[src/rtl/aes_lite_pkg.sv]
// Shared constants for the AES-lite core: nibble S-boxes, FSM states and mode encodings.
// S-box tables are packed so that entry i sits at bits [4*i +: 4].
package aes_lite_pkg;

  typedef enum logic [1:0] {
    IDLE,
    KEYEXP,
    ENC,
    DEC
  } state_e;

  localparam logic MODE_ENC = 1'b0;
  localparam logic MODE_DEC = 1'b1;

  // PRESENT S-box: 0..F -> C,5,6,B,9,0,A,D,3,E,F,8,4,7,1,2
  localparam logic [63:0] SBOX     = 64'h21748FE3DA09B65C;
  localparam logic [63:0] INV_SBOX = 64'hA970364BD21C8FE5;

  function automatic int cnt_width(input int num_rounds);
    return $clog2(num_rounds + 1);
  endfunction

endpackage

[src/rtl/aes_lite_round.sv]
// Combinational round datapath: forward round + key step (dir_i=0) or inverse round + inverse key step (dir_i=1).
// rc_i is the zero-extended round number r; k_i is k_{r-1} forward, k_r inverse.
module aes_lite_round
  import aes_lite_pkg::*;
#(
  parameter int DATA_W = 8,
  parameter int ROT    = 3
) (
  input  logic              dir_i,
  input  logic [DATA_W-1:0] s_i,
  input  logic [DATA_W-1:0] k_i,
  input  logic [DATA_W-1:0] rc_i,
  output logic [DATA_W-1:0] s_o,
  output logic [DATA_W-1:0] k_o
);

  function automatic logic [DATA_W-1:0] rotl(input logic [DATA_W-1:0] x, input int n);
    return (x << n) | (x >> (DATA_W - n));
  endfunction

  function automatic logic [DATA_W-1:0] rotr(input logic [DATA_W-1:0] x, input int n);
    return (x >> n) | (x << (DATA_W - n));
  endfunction

  function automatic logic [DATA_W-1:0] sub(input logic [DATA_W-1:0] x, input logic inv);
    logic [DATA_W-1:0] y;
    y = '0;
    for (int i = 0; i < DATA_W / 4; i++) begin
      y[4*i +: 4] = inv ? INV_SBOX[{x[4*i +: 4], 2'b00} +: 4]
                        : SBOX[{x[4*i +: 4], 2'b00} +: 4];
    end
    return y;
  endfunction

  logic [DATA_W-1:0] k_fwd, k_inv, s_fwd, s_inv;

  // Forward round mixes in the freshly stepped key k_r; inverse strips k_r first.
  assign k_fwd = rotl(k_i, 1) ^ rc_i;
  assign k_inv = rotr(k_i ^ rc_i, 1);
  assign s_fwd = rotl(sub(s_i, 1'b0), ROT) ^ k_fwd;
  assign s_inv = sub(rotr(s_i ^ k_i, ROT), 1'b1);

  assign s_o = (dir_i == MODE_DEC) ? s_inv : s_fwd;
  assign k_o = (dir_i == MODE_DEC) ? k_inv : k_fwd;

endmodule

[src/rtl/aes_lite_core.sv]
// Iterative nibble SPN cipher: encrypt N cycles, decrypt 2N (key expansion then inverse rounds); start ignored while busy.
// AES_LITE_KEY_CACHE_EN adds a one-entry k0->k_N cache so a decrypt with a recently used key skips expansion.
module aes_lite_core
  import aes_lite_pkg::*;
#(
  parameter int DATA_W     = 8,
  parameter int NUM_ROUNDS = 4,
  parameter int ROT        = 3
) (
  input  logic              clk,
  input  logic              rst_n,
  input  logic              start,
  input  logic              mode,
  input  logic [DATA_W-1:0] din,
  input  logic [DATA_W-1:0] key,
  output logic [DATA_W-1:0] dout,
  output logic              busy,
  output logic              done
);

  localparam int RW = cnt_width(NUM_ROUNDS);
  localparam logic [RW-1:0] R_ONE  = RW'(1);
  localparam logic [RW-1:0] R_LAST = RW'(NUM_ROUNDS);

  state_e            state_q, state_d;
  logic [DATA_W-1:0] s_q, s_d, k_q, k_d, dout_q, dout_d;
  logic [RW-1:0]     r_q, r_d;
  logic              done_q, done_d;
  logic [DATA_W-1:0] rnd_s, rnd_k;

`ifdef AES_LITE_KEY_CACHE_EN
  logic              cache_valid_q, cache_valid_d;
  logic [DATA_W-1:0] cache_key_q, cache_key_d, cache_kn_q, cache_kn_d;
  logic [DATA_W-1:0] k0_q, k0_d, kn_q, kn_d;
`endif

  aes_lite_round #(
    .DATA_W(DATA_W),
    .ROT   (ROT)
  ) u_round (
    .dir_i(state_q == DEC),
    .s_i  (s_q),
    .k_i  (k_q),
    .rc_i (DATA_W'(r_q)),
    .s_o  (rnd_s),
    .k_o  (rnd_k)
  );

  always_comb begin
    state_d = state_q;
    s_d     = s_q;
    k_d     = k_q;
    r_d     = r_q;
    dout_d  = dout_q;
    done_d  = 1'b0;
`ifdef AES_LITE_KEY_CACHE_EN
    cache_valid_d = cache_valid_q;
    cache_key_d   = cache_key_q;
    cache_kn_d    = cache_kn_q;
    k0_d          = k0_q;
    kn_d          = kn_q;
`endif
    case (state_q)
      IDLE: begin
        if (start) begin
          r_d = R_ONE;
          k_d = key;
`ifdef AES_LITE_KEY_CACHE_EN
          k0_d = key;
`endif
          if (mode == MODE_ENC) begin
            s_d     = din ^ key;
            state_d = ENC;
          end else begin
            s_d     = din;
            state_d = KEYEXP;
`ifdef AES_LITE_KEY_CACHE_EN
            if (cache_valid_q && (key == cache_key_q)) begin
              k_d     = cache_kn_q;
              kn_d    = cache_kn_q;
              r_d     = R_LAST;
              state_d = DEC;
            end
`endif
          end
        end
      end
      KEYEXP: begin
        k_d = rnd_k;
        if (r_q == R_LAST) begin
          state_d = DEC;
`ifdef AES_LITE_KEY_CACHE_EN
          kn_d = rnd_k;
`endif
        end else begin
          r_d = r_q + R_ONE;
        end
      end
      ENC: begin
        s_d = rnd_s;
        k_d = rnd_k;
        if (r_q == R_LAST) begin
          dout_d  = rnd_s;
          done_d  = 1'b1;
          state_d = IDLE;
`ifdef AES_LITE_KEY_CACHE_EN
          cache_valid_d = 1'b1;
          cache_key_d   = k0_q;
          cache_kn_d    = rnd_k;
`endif
        end else begin
          r_d = r_q + R_ONE;
        end
      end
      DEC: begin
        s_d = rnd_s;
        k_d = rnd_k;
        // At r=1 the inverse key step yields k0, so the final whitening folds into this cycle.
        if (r_q == R_ONE) begin
          dout_d  = rnd_s ^ rnd_k;
          done_d  = 1'b1;
          state_d = IDLE;
`ifdef AES_LITE_KEY_CACHE_EN
          cache_valid_d = 1'b1;
          cache_key_d   = k0_q;
          cache_kn_d    = kn_q;
`endif
        end else begin
          r_d = r_q - R_ONE;
        end
      end
      default: state_d = IDLE;
    endcase
  end

  always_ff @(posedge clk or negedge rst_n) begin
    if (!rst_n) begin
      state_q <= IDLE;
      s_q     <= '0;
      k_q     <= '0;
      r_q     <= '0;
      dout_q  <= '0;
      done_q  <= 1'b0;
`ifdef AES_LITE_KEY_CACHE_EN
      cache_valid_q <= 1'b0;
      cache_key_q   <= '0;
      cache_kn_q    <= '0;
      k0_q          <= '0;
      kn_q          <= '0;
`endif
    end else begin
      state_q <= state_d;
      s_q     <= s_d;
      k_q     <= k_d;
      r_q     <= r_d;
      dout_q  <= dout_d;
      done_q  <= done_d;
`ifdef AES_LITE_KEY_CACHE_EN
      cache_valid_q <= cache_valid_d;
      cache_key_q   <= cache_key_d;
      cache_kn_q    <= cache_kn_d;
      k0_q          <= k0_d;
      kn_q          <= kn_d;
`endif
    end
  end

  assign dout = dout_q;
  assign done = done_q;
  assign busy = (state_q != IDLE);

endmodule

[config.mk]
export PLATFORM = sky130hd
export DESIGN_NAME = aes_lite_core
export DESIGN_NICKNAME = d
export VERILOG_FILES = /design/src/rtl/aes_lite_pkg.sv /design/src/rtl/aes_lite_round.sv /design/src/rtl/aes_lite_core.sv
export SDC_FILE = /design/constraint.sdc
export NUM_CORES = 1
export LEC_CHECK = 0
export BUFFER_PORTS_ARGS = -buffer_cell sky130_fd_sc_hd__buf_2
export CAP_MARGIN = 25
export CORE_UTILIZATION = 30
export DETAILED_ROUTE_END_ITERATION = 8
export HOLD_SLACK_MARGIN = 0.08
export PLACE_DENSITY = 0.46
export SLEW_MARGIN = 20
export SYNTH_ARGS = -nofsm -noshare
export SYNTH_HDL_FRONTEND = slang
export SYNTH_HIERARCHICAL = 1
export SYNTH_SLANG_ARGS = --single-unit
[constraint.sdc]
create_clock -name clk -period 3 [get_ports clk]
set_clock_uncertainty 0.1 [all_clocks]
set_input_delay 0.3 -clock clk [delete_from_list [all_inputs] [get_ports clk]]
set_output_delay 0.3 -clock clk [all_outputs]
set_load 0.05 [all_outputs]
# Word level (Yosys, flattened, before mapping)
# Index checks and enable logic that the tools add are counted.
# totals
out_inout_bits	10
inputBits	20
elab_cells	67
regBits	30
# op_classes
shifts	4
addsub	2
n_bitwise	10
n_mux	23
eq_ne	11
n_reduce_logical	11
# ops
cell	count
indexed part select 64 x 7 -> 4 bit, first input constant	4
two-way mux 8 bit	7
one-hot mux 8 bit (2 select lines)	3
XOR 8 bit	4
XOR 8 x 3 -> 8 bit	2
inequality test 2 bit, second input constant	6
two-way mux 2 bit	5
two-way mux 3 bit	3
one-hot mux 3 bit (3 select lines)	1
OR 5 x 8 -> 8 bit	1
OR 7 x 8 -> 8 bit	1
OR 8 x 1 -> 8 bit	1
OR 8 x 3 -> 8 bit	1
one-hot mux 2 bit (4 select lines)	1
AND reduction 3 bit	2
nonzero test 2 bit	3
equality test 2 bit, second input constant	2
AND reduction 4 bit	1
OR reduction 2 bit	2
adder 3 x 1 -> 3 bit, second input constant	1
equality test 3 x 1 -> 1 bit, second input constant	1
equality test 3 bit, second input constant	1
OR reduction 3 bit	1
subtractor 3 x 1 -> 3 bit, second input constant	1
other kinds (5)	6

# Logic depth before layout (Yosys ltp)
# Gate-level depths: netlist of the first run.
# depth
word_depth	7
depth_mapped	11
mapped_depth_nobuf	10

# By module
# The synthesis of the first run kept the hierarchy.
# modules_own_cells
module	cells_per_inst	area_each_um2	instances	seq_area_each_um2
aes_lite_core	197	1865.5	1	750.7
aes_lite_round	150	1181.1	1	0.0

# Least setup slack after synthesis of the first run
# OpenSTA, ideal clock, no wires.
# synth_timing
kind	register to register
from	register s_q[0]
to	register s_q[5]
arrival_time_ps	2212
path_stages_with_launch	9
path_buffers	0
setup_slack_ps	567
setup_ps	121
period_less_slack_ps	2433
t_required_ps	2779
cell_sequence	dfrtp_1 > inv_1 > ha_1 > mux4_2 > xnor2_1 > mux2_4 > mux2_2 > o22ai_1 > nor2_1
# synth_via
elab_chain_len	5
word_cells_on_any_way	8
cone_classes	2 x shift; 2 x mux; 4 x bitwise
# synth_lines
item	line	source
start: declaration	aes_lite_core.sv:26	logic [DATA_W-1:0] s_q, s_d, k_q, k_d, dout_q, dout_d;
start signal: assignment	aes_lite_core.sv:139	s_q <= '0;
start signal: assignment	aes_lite_core.sv:153	s_q <= s_d;
indexed part select 64 x 7 -> 4 bit or XOR 8 bit (tied branches)	aes_lite_round.sv:30, aes_lite_round.sv:41	
OR 8 x 3 -> 8 bit or OR 5 x 8 -> 8 bit (tied branches)	aes_lite_round.sv:18, aes_lite_round.sv:22	
XOR 8 bit or indexed part select 64 x 7 -> 4 bit (tied branches)	aes_lite_round.sv:40, aes_lite_round.sv:29	
two-way mux 8 bit *	aes_lite_round.sv:43	assign s_o = (dir_i == MODE_DEC) ? s_inv : s_fwd;
named net rnd_s[5]	aes_lite_core.sv:29	logic [DATA_W-1:0] rnd_s, rnd_k;
one-hot mux 8 bit (2 select lines) *	aes_lite_core.sv:63	case (state_q)
# Mark *: on every way through the listed nets, which the timed path passes. The rest lies on a longest branch.
# A chain may end at the register's enable or synchronous reset.

# Worst setup path after layout of the first run
# Ends and elaborated chain as after synthesis.

==> results of run 1 <==
-- worst max-delay path, delay by kind of cell, from the launching register on --
kind	cells	cell delay, ns
flops	1	0.53
xor+xnor	1	0.14
buf+inv	1	0.14
fa+ha+maj	1	0.36
mux	3	1.04
simple gates	1	0.06
compound gates	1	0.12
-- state kept, by name (all words and copies together) (netlist names) --
name     cells
r_q          3
done         1
k_q          8
s_q          8
dout         8
state_q      2
-- kinds of logic (layout without fill, tap and decap cells) --
family	Yosys count	count (layout)	synth area share [%]
simple gates	91	91	13.1
compound gates	82	82	16.6
xor+xnor	55	55	17.9
mux	32	32	12.6
buf+inv	32	58	5.17
flops	30	30	24.6
fa+ha+maj	24	24	9.86
other cells	1	10	0.123
-- per-stage QoR --
step,hold WS (ns),utilization (%)
2_1_floorplan,-0.0956,-
3_3_place_gp,0.308,34.1
3_5_place_dp,0.313,34.1
4_1_cts,0.221,35.2
5_1_grt,0.266,35.2
6_report,0.215,35.2
-- placed cells by master, fill, tap and decap left out, drive strengths merged, types with 12 or more instances in the layout --
cell type / instances
xor2: 21
a21oi: 24
dfrtp: 30
o22ai: 18
inv: 14
o21ai: 22
mux2i: 20
buf: 35
ha: 24
nor2: 33
nand2b: 12
xnor2: 34
nand2: 34
-- area by class of cell --
cell class | instances | area (um2)
clock buffers | 6 | 82.6
clock inverters | 2 | 12.5
fillers | 1071 | 6370
inverters | 14 | 52.6
multi-input cells | 294 | 2170
flip-flops and latches | 30 | 751
well taps | 133 | 166
repair buffers | 36 | 213
-- metal layers --
metal | GRT usage [%] | vias up | share of wire, %
met5 | 0 | - | 0
met4 | 4.66 | 0 | 1.4
met3 | 2.51 | 7 | 2.7
met2 | 26.4 | 46 | 47
met1 | 24.4 | 1198 | 49
li1 | - | 1255 | -
-- worst max path at each step --
stage | from | to | slack (ns) | cells after the start
floorplan | s_q[0] | s_q[5] | 0.57 | 8
global placement | s_q[4] | s_q[0] | 0.43 | 8
detailed placement | s_q[0] | s_q[5] | 0.42 | 8
CTS | s_q[0] | s_q[5] | 0.40 | 8
global route | s_q[0] | s_q[5] | 0.26 | 8
finish | s_q[0] | s_q[5] | 0.39 | 8
==> metrics, run 1 <==
drt total wl=8.29 mm; Slew @ Worst Pin=0.856 ns; reg2reg path depth=8; worst flop-to-flop path startpoint=s_q[0]; Post-Synthesis Cells=347; Hold EP=k_q[0]; hold-critical path depth=3; crit-path max FO=9; Warnings, synthesis=6; DP Wirelength=6.31 mm; DR iter-0 viols=117; max-cap violations=0; asr flop ratio synth=100%; Rel. slew slack=42.9%; PnR worst setup slack=0.394 ns; Fin. Hold Viols=0; Die Y=103 um; antenna violations before repair=0; sequential area share after synthesis=24.6%; Inst Count DP=506; CP Data Arrival Time=2.68 ns; fin crit period=2.61 ns; largest net degree at the start of global routing=33; setup TNS=0 ns; Avg WL per Cell=16.1 um; CTS HTree Levels=2; number of vias per cell=4.87; fmax=0.384 GHz; Die Width=103 um; final cell count without fillers=515; data required time of the worst path=3.07 ns; flop-to-flop setup slack=0.39 ns; status=finished, final reports clean; GP Congestion=0.843; Critical Path Slowest Stage Cell=dfrtp_1; kind of critical path=reg2reg; Die ar.=10600 um2; fin area=3450 um2; Reg clk slew, reported paths=0.08 ns; initial cell density of the core=31.0%; ant diodes=0; CTS root buffer=clkbuf_8; worst min path class=in2reg; CP peak stage delay=0.53 ns; most numerous cell in the Yosys netlist=nand2_1; RSZ-0062 raised after global routing=false; worst flop-to-flop path endpoint=s_q[5]; first-pass GRT wire length=13.2 mm; area of the core=9820 um2; CTS max path bufs=2; Setup WS pre-CTS=0.422 ns; Clock Latency Late Sink=0.30 ns; TritonCTS clock tree=built; Synth Flop Type=dfrtp_1; Area after DPL=3350 um2; postcts setup bufs=0; max-slew violations=0; post-route clock period utilization=86.9%; via count=2506; CP endpoint kind=flip-flop; Mapped Area=3050 um2; main area contributors after synthesis=dfrtp_1, ha_1, xnor2_1, mux2i_1, xor2_1; Row Count=36; drt first pass iters=4; fin nets=425; Hold Buf Count CTS=1; worst path cell trace=inv_1 > ha_1 > mux4_2 > xnor2_1 > mux2_4 > mux2_2 > o22ai_1 > nor2_1; number of synthesized register bits=30; Worst setup SP type=flip-flop; TritonCTS Sinks=30; post-synth top area share=24.6%; GRT Total Usage=16.9%; syn avg cell area=8.78 um2; I/O pins=30; Post-synth top cells=nand2_1, nor2_1, dfrtp_1, xnor2_1, ha_1; Congestion Overflow GR=0; min-delay src=key[0]; drc violations=0; number of synthesized flops with an enable pin=0; number of buffers created by CTS=5; Port Buffer Count=29; vias in the first global route=2424; post-synth cell types=44; Routed Antenna Nets=0; # resized after CTS=0; share of layout cells above drive strength 1=18.8%; Finish-stage setup viols=0; Area growth syn-to-layout=13.3%; Yosys top cell by area=dfrtp_1
Power of run 1 is not shown: default switching activity piles up to over one toggle a cycle in this logic, so the estimate is an artifact.
==> run 2: changes to the inputs <==
--- a/config.mk
+++ b/config.mk
@@ -7,12 +7,13 @@
 export LEC_CHECK = 0
 export BUFFER_PORTS_ARGS = -buffer_cell sky130_fd_sc_hd__buf_2
 export CAP_MARGIN = 25
-export CORE_UTILIZATION = 30
+export CORE_UTILIZATION = 53
 export DETAILED_ROUTE_END_ITERATION = 8
 export HOLD_SLACK_MARGIN = 0.08
-export PLACE_DENSITY = 0.46
+export PLACE_DENSITY = 0.73
 export SLEW_MARGIN = 20
 export SYNTH_ARGS = -nofsm -noshare
 export SYNTH_HDL_FRONTEND = slang
 export SYNTH_HIERARCHICAL = 1
 export SYNTH_SLANG_ARGS = --single-unit
+export TNS_END_PERCENT = 50
==> metrics, run 2 (synthesis gave the netlist of run 1 again) <==
Congestion Overflow GR=0; Avg WL per Cell=16.3 um; RSZ-0062 raised after global routing=false; TritonCTS Sinks=30; CP Data Arrival Time=2.71 ns; Clock Latency Late Sink=0.29 ns; Worst setup SP type=flip-flop; PnR worst setup slack=0.416 ns; post-route clock period utilization=86.1%; most frequent cells in the layout=nand2_1, nor2_1, xnor2_1, dfrtp_1, buf_2; kind of critical path=reg2reg; Die Width=77.8 um; CTS max path bufs=2; antenna violations before repair=0; number of buffers created by CTS=5; Fin. Hold Viols=0; Setup WS pre-CTS=0.424 ns; max-cap violations=0; worst path cell trace=inv_1 > ha_1 > mux2i_1 > o21ai_0 > xnor2_1 > nor2_1 > a31oi_1 > mux2_2 > o22ai_1 > nor2_1; Top Layer Used=met4; most common cell after layout, fill and taps aside=nand2_1; Slew @ Worst Pin=0.746 ns; flop-to-flop setup slack=0.42 ns; via count=2564; largest net degree at the start of global routing=31; Die ar.=6060 um2; Finish-stage setup viols=0; worst flop-to-flop path startpoint=s_q[0]; Met1 Wirelength=3.16 mm; drt total wl=7.38 mm; Rel. slew slack=50.3%; reg2reg path depth=10; metal2 WL=3.49 mm; Routed Antenna Nets=0; GRT Total Usage=26.6%; data required time of the worst path=3.13 ns; CP dominant cell by count=nor2_1; met3 wire length=502 um; Hold EP=k_q[6]; TritonCTS clock tree=built; drc violations=0; I/O pins=30; fin crit period=2.58 ns; Critical Path Slowest Stage Cell=dfrtp_1; CP endpoint kind=flip-flop; fmax=0.387 GHz; Area growth syn-to-layout=10.3%; fin nets=425; status=finished, final reports clean; Inst Count DP=445; first-pass GRT wire length=12.4 mm; drt first pass iters=5; DR iter-0 viols=203; hold-critical path depth=3; worst flop-to-flop path endpoint=s_q[6]; initial cell density of the core=55.0%; Port Buffer Count=29; crit-path max FO=9; GP Congestion=0.972; Die Y=77.8 um; postcts setup bufs=0; Row Count=27; max-slew violations=0; share of layout cells above drive strength 1=18.6%; DP Wirelength=5.45 mm; min-delay src=key[6]; vias in the first global route=2438; number of vias per cell=5.65; final cell count without fillers=454; setup TNS=0 ns; worst min path class=in2reg; CTS root buffer=clkbuf_8; Reg clk slew, reported paths=0.09 ns; ant diodes=0; area of the core=5540 um2; CTS HTree Levels=2; CP peak stage delay=0.54 ns
==> run 2: final cells by class <==
cell class	count	area, um2
Clock buffer	6	82.6
Clock inverter	2	12.5
Fill cell	503	2180
Inverter	14	52.6
Multi-Input combinational cell	294	2170
Sequential cell	30	751
Tap cell	72	90.1
Timing Repair Buffer	36	200
==> run 2: per-stage QoR <==
stage	util, %	instance area [um2]	hold slack, ns
6_report	60.7	3360	0.212
5_1_grt	60.7	3360	0.260
4_1_cts	60.7	3360	0.219
3_5_place_dp	58.8	3260	0.287
3_3_place_gp	58.8	3260	0.289
2_1_floorplan	-	3080	-0.0956
==> run 2: critical path, delay by kind of cell (launching register included) <==
family | cells | cell delay (ns)
compound gates | 3 | 0.73
xor+xnor | 1 | 0.16
fa+ha+maj | 1 | 0.36
buf+inv | 1 | 0.14
flops | 1 | 0.54
mux | 2 | 0.33
simple gates | 2 | 0.17
==> run 2: what timing repair did <==
item,4_1_cts,5_1_grt
hold endpoints to repair,30,0
resized for setup,0,0
setup endpoints to repair,0,0
hold buffers,1,0
==> run 2: how the worst max path moves through the flow <==
stage	end	slack, ns	from	cells past startpoint
3_3_place_gp	s_q[5]	0.49	s_q[0]	8
2_1_floorplan	s_q[5]	0.57	s_q[0]	8
6_report	s_q[6]	0.42	s_q[0]	10
5_1_grt	s_q[5]	0.26	s_q[0]	8
3_5_place_dp	s_q[5]	0.42	s_q[0]	8
4_1_cts	s_q[5]	0.42	s_q[0]	8
==> run 2: layer usage <==
| layer | track usage (%) | vias to the layer above |
|---|---|---|
| met5 | 0 | - |
| li1 | - | 1252 |
| met1 | 35.4 | 1193 |
| met3 | 5.06 | 16 |
| met4 | 8.87 | 0 |
| met2 | 43.0 | 103 |
Power of run 2 is left out for the same reason.
==> run 3: changes to the inputs <==
==> constraint.sdc (replaced) <==
create_clock -name clk -period 2.4 [get_ports clk]
set_clock_uncertainty 0.1 [all_clocks]
set_input_delay 0.24 -clock clk [delete_from_list [all_inputs] [get_ports clk]]
set_output_delay 0.24 -clock clk [all_outputs]
set_load 0.05 [all_outputs]
==> metrics, run 3 (synthesis gave the netlist of run 1 again) <==
status=finished, final reports clean; Slew @ Worst Pin=0.751 ns; fmax=0.418 GHz; Die Width=77.8 um; drc violations=0; vias in the first global route=2594; number of buffers created by CTS=5; worst flop-to-flop path startpoint=s_q[4]; setup TNS=0 ns; Finish-stage setup viols=0; area of the core=5540 um2; drt total wl=8.09 mm; kind of critical path=reg2reg; max-slew violations=0; CP Launch Point=s_q[4]; CTS HTree Levels=2; post-route clock period utilization=99.7%; Hold EP=k_q[0]; Routed Antenna Nets=0; DR iter-0 viols=210; Avg WL per Cell=17.1 um; most common cell after layout, fill and taps aside=nand2_1; CTS root buffer=clkbuf_8; Fin. Hold Viols=0; ant diodes=0; hold-critical path depth=3; fin crit period=2.39 ns; data required time of the worst path=2.45 ns; number of vias per cell=5.65; I/O pins=30; FILL cells=469; fin nets=446; Area growth syn-to-layout=19.9%; Clock Latency Late Sink=0.29 ns; Reg clk slew, reported paths=0.07 ns; CP Data Arrival Time=2.44 ns; min-delay src=key[0]; TritonCTS Sinks=30; RSZ-0062 raised after global routing=true; via count=2676; first-pass GRT wire length=13.0 mm; share of layout cells above drive strength 1=27.1%; crit-path max FO=4; largest net degree at the start of global routing=46; most frequent cells in the layout=nand2_1, nor2_1, xnor2_1, buf_2, dfrtp_1; area of the multi-input gates=2270 um2; DP Wirelength=5.88 mm; GRT Total Usage=28.3%; Die Y=77.8 um; max-cap violations=0; Row Count=27; CP endpoint kind=flip-flop; antenna violations before repair=0; worst min path class=in2reg; area of all sequential standard cells=756 um2; Rel. slew slack=49.6%; initial cell density of the core=55.0%; Congestion Overflow GR=0; GP Congestion=0.886; Die ar.=6060 um2; Port Buffer Count=29; worst flop-to-flop path endpoint=dout[0]; reg2reg path depth=9; flop-to-flop setup slack=0.008 ns; CTS max path bufs=2; Worst setup SP type=flip-flop; TritonCTS clock tree=built; drt first pass iters=4
[run 3: cell count changes in the layout (fill, tap and decap cells not counted), sizes merged]
cell and delta:
buf +21, clkinv -1, bufinv +1, clkinvlp -1
[run 3: worst max-delay path, stage by stage (launching register included)]
cell and delay, ns:
dfrtp_2 0.41, buf_4 0.14, ha_1 0.14, inv_1 0.05, mux4_2 0.50, xnor2_1 0.18, o22ai_1 0.27, buf_4 0.19
xor2_1 0.18, a21oi_1 0.09
[run 3: final cells by class]
cell class	count	area share, %
Clock buffer	6	2.26
Tap cell	72	2.47
Inverter	14	1.44
Timing Repair Buffer	57	10.2
Multi-Input combinational cell	294	62.1
Clock inverter	1	0.822
Sequential cell	30	20.7
[run 3: worst max path at each step]
stage | endpoint | slack, ns | depth (start not counted)
2_1_floorplan | s_q[5] | 0.05 | 8
3_3_place_gp | s_q[4] | 0.11 | 10
3_5_place_dp | dout[1] | 0.04 | 8
4_1_cts | dout[1] | 0.02 | 8
5_1_grt | dout[0] | -0.04 | 9
6_report | dout[0] | 0.008 | 9
[run 3: timing repair]
| item | in CTS | in global routing |
|---|---|---|
| endpoints found under the hold margin | 30 | 0 |
| buffers inserted | 0 | 2 |
| endpoints found under the setup margin | 0 | 15 |
| hold buffers | 1 | 0 |
| resized for setup | 0 | 18 |
[run 3: through the flow]
step           worst slack, ns  std cells  cell area (um2)  hold slack (ns)  utilization [%]
2_1_floorplan           0.0452        356             3080           -0.156                -
3_3_place_gp             0.108        464             3410            0.237             61.6
3_5_place_dp            0.0431        464             3410            0.243             61.6
4_1_cts                 0.0233        472             3540            0.164             63.8
5_1_grt                -0.0425        474             3650            0.202             65.9
6_report               0.00784        474             3650            0.160             65.9
[run 3: layer usage]
layer	routed length, um	part of all wire (%)	global-route usage [%]
met1	3440	43	35.8
met2	3910	48	47.8
met3	405	5.0	4.35
met4	335	4.1	11.7
met5	0	0	0
Power of run 3 is left out for the same reason.
